**src/rtl/frame_sequencer.sv**
```systemverilog
// -----------------------------------------------------------------------------
// frame_sequencer
//
// Frame controller for the 2x2 pixel array. A start request runs one frame:
// erase, expose, convert (digital ramp driven onto the pixel buses), then two
// read phases. Each read phase captures one pixel pair into a valid/ready
// output stream. The array stays stalled until the consumer takes the word.
//
// Ports
//   clk        : single clock, rising edge
//   reset      : synchronous, active-low reset
//   start      : frame request, honoured only while idle
//   expTime    : exposure length in cycles (0 behaves as 1), latched on start
//   busy       : high whenever a frame is in progress
//   frameDone  : one-cycle pulse in the first idle cycle after a frame
//   erase, expose, convert, read12, read34 : phase strobes to the array
//   adcDrive   : tri-state enable for the pixel buses, high only in convert
//   adcCount   : ramp code, counts 0 .. 2^PIX_W-1 during convert, else 0
//   pixIn1..4  : sampled pixel buses
//   outData    : captured pixel pair {pixInB, pixInA}
//   outValid   : outData holds a word not yet accepted
//   outReady   : consumer accepts when outValid && outReady
//
// All outputs are registered: the next-state logic computes every output for
// the coming cycle, so strobes change cleanly on the clock edge.
// -----------------------------------------------------------------------------
module frame_sequencer #(
  parameter int PIX_W        = 8,
  parameter int EXP_W        = 16,
  parameter int ERASE_CYCLES = 5,
  parameter int READ_SETTLE  = 2
) (
  input  logic                 clk,
  input  logic                 reset,
  input  logic                 start,
  input  logic [EXP_W-1:0]     expTime,
  output logic                 busy,
  output logic                 frameDone,
  output logic                 erase,
  output logic                 expose,
  output logic                 convert,
  output logic                 read12,
  output logic                 read34,
  output logic                 adcDrive,
  output logic [PIX_W-1:0]     adcCount,
  input  logic [PIX_W-1:0]     pixIn1,
  input  logic [PIX_W-1:0]     pixIn2,
  input  logic [PIX_W-1:0]     pixIn3,
  input  logic [PIX_W-1:0]     pixIn4,
  output logic [2*PIX_W-1:0]   outData,
  output logic                 outValid,
  input  logic                 outReady
);

  // One shared down-counter times erase, exposure and read settling, so it
  // must be wide enough for the largest of the three.
  localparam int ERASE_W  = $clog2(ERASE_CYCLES + 1);
  localparam int SETTLE_W = $clog2(READ_SETTLE + 1);
  localparam int CNT_W0   = (EXP_W > ERASE_W) ? EXP_W : ERASE_W;
  localparam int CNT_W    = (CNT_W0 > SETTLE_W) ? CNT_W0 : SETTLE_W;

  typedef enum logic [2:0] {
    S_IDLE,
    S_ERASE,
    S_EXPOSE,
    S_CONVERT,
    S_RD12,
    S_OUT12,
    S_RD34,
    S_OUT34
  } state_t;

  state_t               state_q, state_d;
  logic [CNT_W-1:0]     cnt_q, cnt_d;
  logic [EXP_W-1:0]     exp_q, exp_d;
  logic [PIX_W-1:0]     adc_count_q, adc_count_d;
  logic [2*PIX_W-1:0]   out_data_q, out_data_d;
  logic                 out_valid_q, out_valid_d;
  logic                 frame_done_q, frame_done_d;
  logic                 busy_q, busy_d;
  logic                 erase_q, erase_d;
  logic                 expose_q, expose_d;
  logic                 convert_q, convert_d;
  logic                 read12_q, read12_d;
  logic                 read34_q, read34_d;
  logic                 adc_drive_q, adc_drive_d;

  logic                 xfer;

  // A word leaves the output register when the consumer is ready for it.
  assign xfer = out_valid_q && outReady;

  always_comb begin
    state_d      = state_q;
    cnt_d        = cnt_q;
    exp_d        = exp_q;
    adc_count_d  = '0;
    out_data_d   = out_data_q;
    out_valid_d  = out_valid_q;
    frame_done_d = 1'b0;

    unique case (state_q)
      S_IDLE: begin
        if (start) begin
          state_d = S_ERASE;
          cnt_d   = CNT_W'(ERASE_CYCLES - 1);
          // A zero exposure still gives the array one expose cycle.
          exp_d   = (expTime == '0) ? EXP_W'(1) : expTime;
        end
      end

      S_ERASE: begin
        if (cnt_q == '0) begin
          state_d = S_EXPOSE;
          // exp_q is never zero, so exp_q-1 cannot underflow; a full-scale
          // exposure fits because the counter counts down from exp_q-1.
          cnt_d   = CNT_W'(exp_q) - CNT_W'(1);
        end else begin
          cnt_d = cnt_q - CNT_W'(1);
        end
      end

      S_EXPOSE: begin
        // adc_count_d defaults to 0, which is the first ramp code.
        if (cnt_q == '0) begin
          state_d = S_CONVERT;
        end else begin
          cnt_d = cnt_q - CNT_W'(1);
        end
      end

      S_CONVERT: begin
        // The ramp ends at full scale and never wraps; leaving convert
        // returns adcCount to 0 through the default above.
        if (adc_count_q == '1) begin
          state_d = S_RD12;
          cnt_d   = CNT_W'(READ_SETTLE - 1);
        end else begin
          adc_count_d = adc_count_q + PIX_W'(1);
        end
      end

      S_RD12: begin
        if (cnt_q == '0) begin
          state_d     = S_OUT12;
          out_data_d  = {pixIn2, pixIn1};
          out_valid_d = 1'b1;
        end else begin
          cnt_d = cnt_q - CNT_W'(1);
        end
      end

      S_OUT12: begin
        if (xfer) begin
          state_d     = S_RD34;
          out_valid_d = 1'b0;
          cnt_d       = CNT_W'(READ_SETTLE - 1);
        end
      end

      S_RD34: begin
        if (cnt_q == '0) begin
          state_d     = S_OUT34;
          out_data_d  = {pixIn4, pixIn3};
          out_valid_d = 1'b1;
        end else begin
          cnt_d = cnt_q - CNT_W'(1);
        end
      end

      S_OUT34: begin
        if (xfer) begin
          state_d      = S_IDLE;
          out_valid_d  = 1'b0;
          frame_done_d = 1'b1;
        end
      end

      default: begin
        state_d = S_IDLE;
      end
    endcase

    // Strobes follow the state being entered, so each one is a clean
    // registered level with no overlap between phases.
    busy_d      = (state_d != S_IDLE);
    erase_d     = (state_d == S_ERASE);
    expose_d    = (state_d == S_EXPOSE);
    convert_d   = (state_d == S_CONVERT);
    read12_d    = (state_d == S_RD12);
    read34_d    = (state_d == S_RD34);
    adc_drive_d = (state_d == S_CONVERT);
  end

  always_ff @(posedge clk) begin
    if (!reset) begin
      // A pending output word is discarded along with the frame.
      state_q      <= S_IDLE;
      cnt_q        <= '0;
      exp_q        <= '0;
      adc_count_q  <= '0;
      out_data_q   <= '0;
      out_valid_q  <= 1'b0;
      frame_done_q <= 1'b0;
      busy_q       <= 1'b0;
      erase_q      <= 1'b0;
      expose_q     <= 1'b0;
      convert_q    <= 1'b0;
      read12_q     <= 1'b0;
      read34_q     <= 1'b0;
      adc_drive_q  <= 1'b0;
    end else begin
      state_q      <= state_d;
      cnt_q        <= cnt_d;
      exp_q        <= exp_d;
      adc_count_q  <= adc_count_d;
      out_data_q   <= out_data_d;
      out_valid_q  <= out_valid_d;
      frame_done_q <= frame_done_d;
      busy_q       <= busy_d;
      erase_q      <= erase_d;
      expose_q     <= expose_d;
      convert_q    <= convert_d;
      read12_q     <= read12_d;
      read34_q     <= read34_d;
      adc_drive_q  <= adc_drive_d;
    end
  end

  assign busy      = busy_q;
  assign frameDone = frame_done_q;
  assign erase     = erase_q;
  assign expose    = expose_q;
  assign convert   = convert_q;
  assign read12    = read12_q;
  assign read34    = read34_q;
  assign adcDrive  = adc_drive_q;
  assign adcCount  = adc_count_q;
  assign outData   = out_data_q;
  assign outValid  = out_valid_q;

endmodule

```
**config.mk**
```make
export PLATFORM = sky130hd
export DESIGN_NAME = frame_sequencer
export DESIGN_NICKNAME = d
export VERILOG_FILES = /design/src/rtl/frame_sequencer.sv
export SDC_FILE = /design/constraint.sdc
export NUM_CORES = 1
export LEC_CHECK = 0
export CAP_MARGIN = 10
export CORE_UTILIZATION = 42
export CTS_CLUSTER_SIZE = 20
export DETAILED_ROUTE_END_ITERATION = 10
export GPL_ROUTABILITY_DRIVEN = 0
export HOLD_SLACK_MARGIN = 0.12
export PLACE_DENSITY = 0.69
export SLEW_MARGIN = 30
export SYNTH_ARGS = -nofsm -noshare
export SYNTH_HDL_FRONTEND = slang
export SYNTH_SLANG_ARGS = --single-unit
```
**constraint.sdc**
```tcl
create_clock -name clk -period 2.7 [get_ports clk]
set_input_delay 0.54 -clock clk [delete_from_list [all_inputs] [get_ports clk]]
set_output_delay 0.54 -clock clk [all_outputs]
set_load 0.05 [all_outputs]
```
==> results.md, run 1 <==
* CP dominant cell by count: o21ai_0
* Post-route design area at 0.00474 mm²
* Clock latency on the worst-skew pair at 340 ps
* Routed met3 length at 527 µm
* Worst path buffer plus inverter count at 1
* Top cells by area, synth: dfxtp_1, nand2_1, mux2i_1
* Core Util, Final at 57.4%
* Final Total Pwr at 5.06 mW
* Clk buf depth at 2
* Final wirelength at 9270 µm
* Initial core utilization at 43.8%
* WL/cell at 14.8 µm
* Area grow syn2layout at 31.0%
* Fmax achieved at 0.434 GHz
* Initial antenna violation count at 0
* Pint at 2.71 mW
* Crit path capture type: flop
* Hold buffers post-CTS at 0
* Critical path's slowest cell: and4_1
* Slowest Stage Delay on Critical Path at 620 ps
* Main synth FF type: dfxtp_1
* Max Cap Viol at 0
* Asr flop ratio synth at 0%
* # diodes at 0
* Hold Startpoint: exp_q[15]$_SDFFE_PN0P_
* Vias/cell at 5.57
* # rows at 33
* Final period utilization at 85.3%
* Post-DRT Antenna Nets at 0
* CP top delay family: simple AND/OR/NAND/NOR gates
* Clk slew on worst S/H paths at 70 ps
* Metal2 WL at 4280 µm
* Post-DP HPWL at 6740 µm
* Fin. max-slew vios at 0
* Port Buffers at 84
* Max IR drop VDD at 0.000629 V
* Crit start category: flop
* Yosys top cell area share at 37.1%
* Hold EP: exp_q[15]$_SDFFE_PN0P_
* Congestion Overflow GR at 0
* Pre-antenna DRT Iters at 5
* Leak at 2.06 nW
* Syn avg cell area at 8.22 µm²
* Worst Max-Slew Pin Slew at 613 ps
* Reg2reg start: cnt_q[0]$_SDFFE_PN0P_
* Crit-path cells: inv_1 > ha_1 > nor3b_1 > and4_1 > o21ai_0 > o21ai_0 > a21oi_1 > o21ai_0
* Register-to-register setup slack at 400 ps
* Nets@finish at 575
* Arrival @ worst endpoint at 2570 ps
* Yosys cell types at 58
* Root Buffer: clkbuf_8
* Tot GR Track Use at 21.7%
* Iteration-0 DRC Markers at 352
* Num ports at 85
* Hold WC Path Type: reg2reg
* RR Endpoint: cnt_q[3]$_SDFFE_PN0P_
* Worst-path fanout max at 14
* Die width at 94.8 µm
* Synth Cell Area at 0.00362 mm²
* H-tree levels at 3
* CTS tree: done
* Fraction of layout cells with a size suffix above 1 at 8.43%
* Share of power burned in registers at 27.4%
* Clk_skew at 12.7 ps
* Metal-1 WL at 4280 µm
* Syn_nets at 496
* Post-CTS Setup Bufs at 0
* DRC viols at 0
* Synth area leader: dfxtp_1
* Power share of the combinational group at 57.1%
* Final min period at 2300 ps
* Setup ws final at 396 ps
* Seq cells post-synth at 67
* Setup slack at placement at 256 ps
* Vias in the first global route at 3217
* Critical Path RT at 2970 ps
* Core area at 0.00826 mm²
* Yosys warnings at 0
* Switching portion of total power at 46.5%
* Post-synth EDFFs at 0
* Outcome: completed
* Crit path kind: reg2reg
* Routed via count at 3491
* Reg2Reg Depth at 8
* Max layer used: met4
* Post-CTS sizing at 0
* # clock sinks at 67
* First-pass GRT wire length at 15300 µm
* RSZ-0062 raised after global routing: false
* Die area at 0.00899 mm²
* Clock Power Share at 15.5%
* Slew HR at 59.1%
* Setup Total Neg Slack at 0 ps
* Hold Fails Final Rpt at 0
* CTS buffer count at 9
* Cell Area, Placed at 0.00455 mm²
* NetSw at 2.35 mW
* Largest net degree at the start of global routing at 33
* Power Dens Cells at 1070 mW/mm²
* Register area share after synthesis at 37.1%
* Hold Path Depth at 2
* Setup Viol. Count Final at 0
* DIE HEIGHT at 94.8 µm
* Post-synthesis cell count at 440
[tightest hold or removal path, stage by stage (launching register included)]
cell,delay [ps]
dfxtp_1,320
nand2_1,50
a21boi_0,60
[synth_stat cells, types with 3 or more instances]
| master | count |
|---|---|
| xnor2_1 | 7 |
| o21ai_0 | 17 |
| a22o_1 | 4 |
| a21oi_1 | 19 |
| nand3_1 | 14 |
| nand2_1 | 71 |
| nor4_2 | 4 |
| nor3_1 | 15 |
| dfxtp_1 | 67 |
| nor2_1 | 33 |
| nor4_1 | 9 |
| mux2i_1 | 17 |
| o21ai_1 | 5 |
| and3_1 | 3 |
| buf_2 | 12 |
| o211a_1 | 16 |
| xor2_1 | 14 |
| ha_1 | 4 |
| inv_1 | 11 |
| clkbuf_1 | 14 |
| and2_1 | 4 |
| a32oi_1 | 3 |
| a31oi_1 | 3 |
| o211ai_1 | 3 |
| nand4_1 | 3 |
| nor3b_1 | 3 |
| o22ai_1 | 5 |
| a21boi_0 | 18 |
[how the worst max path moves through the flow]
stage	end	cells past startpoint	slack [ps]	start
after floorplan	cnt_q[12]$_SDFFE_PN0P_	8	540	adcCount[0]$_SDFF_PP0_
after global placement	cnt_q[12]$_SDFFE_PN0P_	7	330	outReady
after detailed placement	cnt_q[12]$_SDFFE_PN0P_	7	260	outReady
after CTS	cnt_q[2]$_SDFFE_PN0P_	8	390	cnt_q[0]$_SDFFE_PN0P_
after global routing	read34$_SDFF_PN0_	8	140	cnt_q[0]$_SDFFE_PN0P_
final	cnt_q[3]$_SDFFE_PN0P_	8	400	cnt_q[0]$_SDFFE_PN0P_
[cell usage in the layout (no fill, tap or decap), types with 5 or more instances in the layout]
| master | n |
|---|---|
| o21ai_0 | 17 |
| dfxtp_1 | 67 |
| buf_4 | 12 |
| nor4_1 | 9 |
| clkbuf_8 | 13 |
| xnor2_1 | 7 |
| o22ai_1 | 5 |
| xor2_1 | 14 |
| a21boi_0 | 18 |
| mux2i_1 | 17 |
| nand3_1 | 14 |
| clkdlybuf4s50_1 | 84 |
| o211a_1 | 16 |
| a21oi_1 | 19 |
| nand2_1 | 71 |
| nor2_1 | 33 |
| o21ai_1 | 5 |
| inv_1 | 11 |
| nor3_1 | 15 |
[power groups by stage]
stage	registers (mW)	clock network (mW)	logic, mW
floorplan	1.39	0	2.13
global placement	1.40	0	2.82
detailed placement	1.40	0	2.82
CTS	1.38	0.800	2.85
global route	1.42	0.848	3.19
finish	1.38	0.785	2.89
[flip-flops by register name, indices dropped and copies added (netlist names), 3 cells and up]
register,count
cnt_q,16
exp_q,16
outData,16
adcCount,8
state_q,3
[through the flow]
stage          cells  hold slack [ps]
6_report         627              482
5_1_grt          627              515
4_1_cts          627              489
3_5_place_dp     613              479
3_3_place_gp     613              470
2_1_floorplan    440              455
[final cells by class]
| type | count | area, µm² |
|---|---|---|
| clock buffer | 13 | 179 |
| clock inverter | 1 | 7.51 |
| fill | 804 | 3520 |
| inverter | 11 | 41.3 |
| multi-input combinational | 334 | 2110 |
| sequential | 67 | 1340 |
| tap | 105 | 131 |
| timing repair buffer | 96 | 931 |
[cell families after synthesis]
family	synth area share (%)
mux	5.02
compound gates	22.2
fa+ha+maj	1.38
simple gates	24.6
buf+inv	4.67
flops	37.1
xor+xnor	5.08
[metal layers]
metal / vias to the layer above / GRT usage [%]
met2: 124 / 34.1
met1: 1614 / 29.0
li1: 1732 / -
met5: - / 0
met4: 0 / 8.59
met3: 21 / 4.27
Note: power is estimated with default switching activity, not from simulation.
==> run 2, diff against run 1 <==
--- a/config.mk
+++ b/config.mk
@@ -6,6 +6,7 @@
 export NUM_CORES = 1
 export LEC_CHECK = 0
 export CAP_MARGIN = 10
+export CORE_MARGIN = 2
 export CORE_UTILIZATION = 42
 export CTS_CLUSTER_SIZE = 20
 export DETAILED_ROUTE_END_ITERATION = 10
==> results.md, run 2 (synthesized netlist as in run 1, its figures left out) <==
* Hold Path Depth at 2 (unchanged)
* Clk buf depth at 2 (unchanged)
* Hold EP: exp_q[15]$_SDFFE_PN0P_
* Post-CTS Setup Bufs at 0 (unchanged)
* Final wirelength at 9270 µm (about the same)
* Hold buffers post-CTS at 0 (unchanged)
* Setup crit start: cnt_q[0]$_SDFFE_PN0P_
* Clock latency on the worst-skew pair at 340 ps (about the same)
* Critical Path RT at 2930 ps (-40 ps)
* Post-DRT Antenna Nets at 0 (unchanged)
* Crit path capture type: flop
* Area grow syn2layout at 30.7%
* Non-Filler Instances at 627 (unchanged)
* RSZ-0062 raised after global routing: false
* Hold_ws at 496 ps (+14.0 ps)
* Reg2Reg Depth at 7 (-1)
* Final period utilization at 84.5% (-0.89 points)
* Pre-antenna DRT Iters at 7 (+2)
* # diodes at 0 (unchanged)
* Hold Fails Final Rpt at 0 (unchanged)
* RR Endpoint: cnt_q[1]$_SDFFE_PN0P_
* Initial antenna violation count at 0 (unchanged)
* Post-CTS sizing at 0 (unchanged)
* CTS buffer count at 9 (unchanged)
* Core area at 0.00830 mm² (+0.50%)
* CTS tree: done
* Setup Viol. Count Final at 0 (unchanged)
* Hold Startpoint: exp_q[15]$_SDFFE_PN0P_
* Nets@finish at 574 (-0.17%)
* Multi-input combinational cell area at 0.00211 mm² (unchanged)
* Commonest cells after routing, fill and taps aside: clkdlybuf4s50_1, nand2_1, dfxtp_1
* Routed via count at 3532 (+1.2%)
* Number of instances in the placed design at 612 (-0.16%)
* Crit start category: flop
* Register-to-register setup slack at 420 ps (+20 ps)
* Initial core utilization at 43.6% (-0.22 points)
* Final min period at 2280 ps (-24.0 ps)
* Iteration-0 DRC Markers at 350 (-0.57%)
* Worst-path fanout max at 11 (-3)
* WL/cell at 14.8 µm (about the same)
* Hold WC Path Type: reg2reg
* Fmax achieved at 0.439 GHz (+1.1%)
* Fin. max-slew vios at 0 (unchanged)
* Die area at 0.00937 mm² (+4.3%)
* Largest net degree at the start of global routing at 33 (unchanged)
* Fill cells at 763 (-5.1%)
* # rows at 33 (unchanged)
* Root Buffer: clkbuf_8
* Arrival @ worst endpoint at 2510 ps (-60 ps)
* DIE HEIGHT at 96.8 µm (+2.1%)
* Clk slew on worst S/H paths at 70 ps (about the same)
* Clk_skew at 7.68 ps (-5.01 ps)
* Port Buffers at 84 (unchanged)
* Sequential cell area at 0.00134 mm² (unchanged)
* Leak at 2.05 nW (-0.53%)
* Power Dens Cells at 1070 mW/mm² (about the same)
* Num ports at 85 (unchanged)
* Tot GR Track Use at 20.3% (-1.3 points)
* Fraction of layout cells with a size suffix above 1 at 8.24% (-0.19 points)
* Slew HR at 59.0% (-0.12 points)
* Vias in the first global route at 3326 (+3.4%)
* Die width at 96.8 µm (+2.1%)
* Max Cap Viol at 0 (unchanged)
* Outcome: completed
* Reg2reg start: cnt_q[0]$_SDFFE_PN0P_
* Commonest non-fill, non-tap cell in the layout: clkdlybuf4s50_1
* Final Total Pwr at 5.04 mW (-0.27%)
* # clock sinks at 67 (unchanged)
* H-tree levels at 3 (unchanged)
* First-pass GRT wire length at 15900 µm (+3.9%)
* Vias/cell at 5.63 (+1.2%)
* Post-DP HPWL at 6860 µm (+1.8%)
* Congestion Overflow GR at 0 (unchanged)
* Max IR drop VDD at 0.000463 V (-27%)
* Setup Total Neg Slack at 0 ps (unchanged)
* Crit path kind: reg2reg
* Worst Max-Slew Pin Slew at 613 ps (-0.0935 ps)
* DRC viols at 0 (unchanged)
==> run 2: cell type report <==
class,count,share of cell area (%)
multi-input combinational,334,44.6
sequential,67,28.4
timing repair buffer,95,19.5
tap,105,2.78
clock buffer,10,2.70
clock inverter,5,1.16
inverter,11,0.873
==> run 2: layer usage <==
metal | track usage, % | part of all wire (%) | up-vias
met3 | 4.99 | 8.2 | 11
met1 | 27.2 | 45 | 1637
met4 | 7.37 | 1.4 | 0
met5 | 0 | 0 | -
met2 | 31.9 | 46 | 145
li1 | - | - | 1739
==> run 2: critical path, stage by stage (launching register included) <==
cell and delay, ps:
dfxtp_1 340, inv_1 100, ha_1 140, nor3b_1 330
nand4_2 370, a21oi_2 470, o32ai_1 180, a22o_1 250
==> run 2: worst max-delay path by stage <==
stage,endpoint,slack [ps],depth (start not counted)
2_1_floorplan,cnt_q[12]$_SDFFE_PN0P_,540,8
3_3_place_gp,cnt_q[5]$_SDFFE_PN0P_,320,7
3_5_place_dp,cnt_q[11]$_SDFFE_PN0P_,280,7
4_1_cts,cnt_q[1]$_SDFFE_PN0P_,450,7
5_1_grt,cnt_q[12]$_SDFFE_PN0P_,200,8
6_report,cnt_q[1]$_SDFFE_PN0P_,420,7
==> run 2: power by group <==
part / switching, mW / total, mW / internal, mW
combinational: 1.76 / 2.86 / 1.10
clock: 0.385 / 0.803 / 0.418
sequential: 0.235 / 1.39 / 1.15
total: 2.38 / 5.04 / 2.67
==> run 2: metrics by stage <==
stage | setup WS (ps) | utilization (%) | instance area (µm²)
4_1_cts | 448 | 57.0 | 4730
2_1_floorplan | 537 | - | 3620
3_3_place_gp | 317 | 54.8 | 4540
5_1_grt | 195 | 57.0 | 4730
6_report | 420 | 57.0 | 4730
3_5_place_dp | 280 | 54.8 | 4540
==> run 3, diff against run 2 <==
--- a/config.mk
+++ b/config.mk
@@ -12,7 +12,7 @@
 export DETAILED_ROUTE_END_ITERATION = 10
 export GPL_ROUTABILITY_DRIVEN = 0
 export HOLD_SLACK_MARGIN = 0.12
-export PLACE_DENSITY = 0.69
+export PLACE_DENSITY = 0.72
 export SLEW_MARGIN = 30
 export SYNTH_ARGS = -nofsm -noshare
 export SYNTH_HDL_FRONTEND = slang
==> constraint.sdc (replaced) <==
create_clock -name clk -period 1.9 [get_ports clk]
set_input_delay 0.38 -clock clk [delete_from_list [all_inputs] [get_ports clk]]
set_output_delay 0.38 -clock clk [all_outputs]
set_load 0.05 [all_outputs]
==> results.md, run 3 (synthesized netlist as in run 1, its figures left out) <==
* Commonest non-fill, non-tap cell in the layout: buf_4
* Worst-path fanout max at 9 (-2)
* Nets@finish at 633 (+10%)
* First-pass GRT wire length at 16900 µm (+6.3%)
* CP top delay family: simple AND/OR/NAND/NOR gates
* Post-DP HPWL at 7400 µm (+7.9%)
* Setup ws final at -101 ps (-520 ps)
* Worst Max-Slew Pin Slew at 535 ps (-77.8 ps)
* Clk slew on worst S/H paths at 70 ps (about the same)
* Critical path's slowest cell: or3b_2
* Max IR drop VDD at 0.000741 V (+60%)
* Iteration-0 DRC Markers at 331 (-5.4%)
* DRC viols at 0 (unchanged)
* Slew HR at 64.3% (+5.3 points)
* Number of instances in the placed design at 664 (+8.5%)
* Congestion Overflow GR at 0 (unchanged)
* Clk_skew at 10.5 ps (+2.87 ps)
* Fmax achieved at 0.500 GHz (+14%)
* # clock sinks at 67 (unchanged)
* Fin. max-slew vios at 0 (unchanged)
* Initial antenna violation count at 0 (unchanged)
* Hold Startpoint: adcCount[0]$_SDFF_PP0_
* RSZ-0062 raised after global routing: true
* Final wirelength at 11300 µm (+22%)
* Core area at 0.00830 mm² (unchanged)
* Setup crit start: state_q[0]$_SDFF_PN0_
* WL/cell at 16.4 µm (+11%)
* Arrival @ worst endpoint at 2270 ps (-240 ps)
* Leak at 2.69 nW (+31%)
* Port Buffers at 84 (unchanged)
* Power Dens Cells at 1780 mW/mm² (+67%)
* Die width at 96.8 µm (unchanged)
* Failing checks: negative setup slack
* # diodes at 0 (unchanged)
* Outcome: finished, violations left
* Num ports at 85 (unchanged)
* Clk buf depth at 2 (unchanged)
* Hold_ws at 459 ps (-36.8 ps)
* Root Buffer: clkbuf_8
* Initial core utilization at 43.6% (unchanged)
* # rows at 33 (unchanged)
* Slowest Stage Delay on Critical Path at 530 ps (+60 ps)
* Crit-path cells: buf_4 > or3b_2 > nand2_1 > nand3_2 > a21oi_1 > o21ai_0 > o21ai_1
* Fill cells at 635 (-17%)
* Crit path kind: reg2reg
* Hold buffers post-CTS at 0 (unchanged)
* Worst path buffer plus inverter count at 1 (unchanged)
* Clock latency on the worst-skew pair at 340 ps (about the same)
* H-tree levels at 3 (unchanged)
* Critical Path RT at 2170 ps (-760 ps)
* Post-DRT Antenna Nets at 0 (unchanged)
* Die area at 0.00937 mm² (unchanged)
* CTS tree: done
* Hold WC Path Type: reg2reg
* Commonest cells after routing, fill and taps aside: buf_4, clkdlybuf4s50_1, nand2_1, dfxtp_1, nor2_1
* Setup Viol. Count Final at 24 (+24)
* Fraction of layout cells with a size suffix above 1 at 28.7% (+20 points)
* Area grow syn2layout at 53.7%
* Tot GR Track Use at 21.7% (+1.3 points)
* CTS buffer count at 9 (unchanged)
* Final min period at 2000 ps (-280 ps)
* Reg2reg start: state_q[0]$_SDFF_PN0_
* Pre-antenna DRT Iters at 5 (-2)
* Max Cap Viol at 0 (unchanged)
* Hold Fails Final Rpt at 0 (unchanged)
* Final period utilization at 105% (+21 points)
* Non-Filler Instances at 687 (+9.6%)
* Routed via count at 3859 (+9.3%)
* DIE HEIGHT at 96.8 µm (unchanged)
* Largest net degree at the start of global routing at 33 (unchanged)
* Crit path capture type: flop
* Crit start category: flop
* Vias in the first global route at 3542 (+6.5%)
* Vias/cell at 5.62 (-0.28%)
==> run 3: cell count changes in the layout (fill, tap and decap cells not counted), sizes merged <==
| cell | change |
|---|---|
| clkinv | -1 |
| dlygate4sd2 | +2 |
| buf | +66 |
| clkinvlp | -2 |
| dlymetal6s2s | +12 |
| clkdlybuf4s50 | -23 |
| clkbuf | +6 |
==> run 3: stage by stage <==
| stage | power (mW) | TNS, ps | cell area [µm²] | setup slack (ps) | utilization (%) |
|---|---|---|---|---|---|
| detailed placement | 7.07 | -4930 | 4950 | -243 | 59.7 |
| CTS | 8.74 | -70.1 | 5220 | -70.1 | 62.9 |
| global route | 10.4 | -4040 | 5560 | -170 | 67.0 |
| finish | 9.90 | -1160 | 5560 | -101 | 67.0 |
| floorplan | 5.00 | 0 | 3630 | 1.62 | - |
| global placement | 7.03 | -4490 | 4950 | -226 | 59.7 |
==> run 3: report_power, final <==
part	internal, mW	total (mW)	leakage (nW)	switching, mW
clock network	0.678	1.21	0.101	0.528
registers	1.65	1.88	0.550	0.238
logic	3.14	6.81	2.03	3.66
total	5.47	9.90	2.69	4.43
==> run 3: per-layer routing <==
layer,GRT usage [%],share of wire [%],vias to the layer above,wire length (µm)
met5,0,0,-,0
met4,6.72,1.6,0,177
met3,4.77,6.4,24,720
met2,35.5,49,181,5560
met1,28.5,43,1799,4840
li1,-,-,1855,-
==> run 3: final cells by class <==
cell class | instances | area, µm² | share of cell area, %
Clock inverter | 2 | 35.0 | 0.630
Timing Repair Buffer | 154 | 1470 | 26.5
Sequential cell | 67 | 1360 | 24.5
Tap cell | 105 | 131 | 2.36
Multi-Input combinational cell | 334 | 2350 | 42.3
Inverter | 11 | 41.3 | 0.743
Clock buffer | 14 | 163 | 2.93
==> run 3: final timing paths <==
| check | cells past startpoint | endpoint | slack (ps) |
|---|---|---|---|
| worst max-delay path | 7 | cnt_q[5]$_SDFFE_PN0P_ | -100 |
| worst min-delay path | 1 | adcCount[0]$_SDFF_PP0_ | 460 |
| worst max register to register | 7 | cnt_q[5]$_SDFFE_PN0P_ | -100 |
| worst min register to register | 1 | adcCount[0]$_SDFF_PP0_ | 460 |
==> run 3: repair_timing <==
item	in CTS	in global routing
gates resized for setup	16	76
setup buffers	2	3
pin swaps	2	21
gates cloned	0	2
setup endpoints to repair	39	62
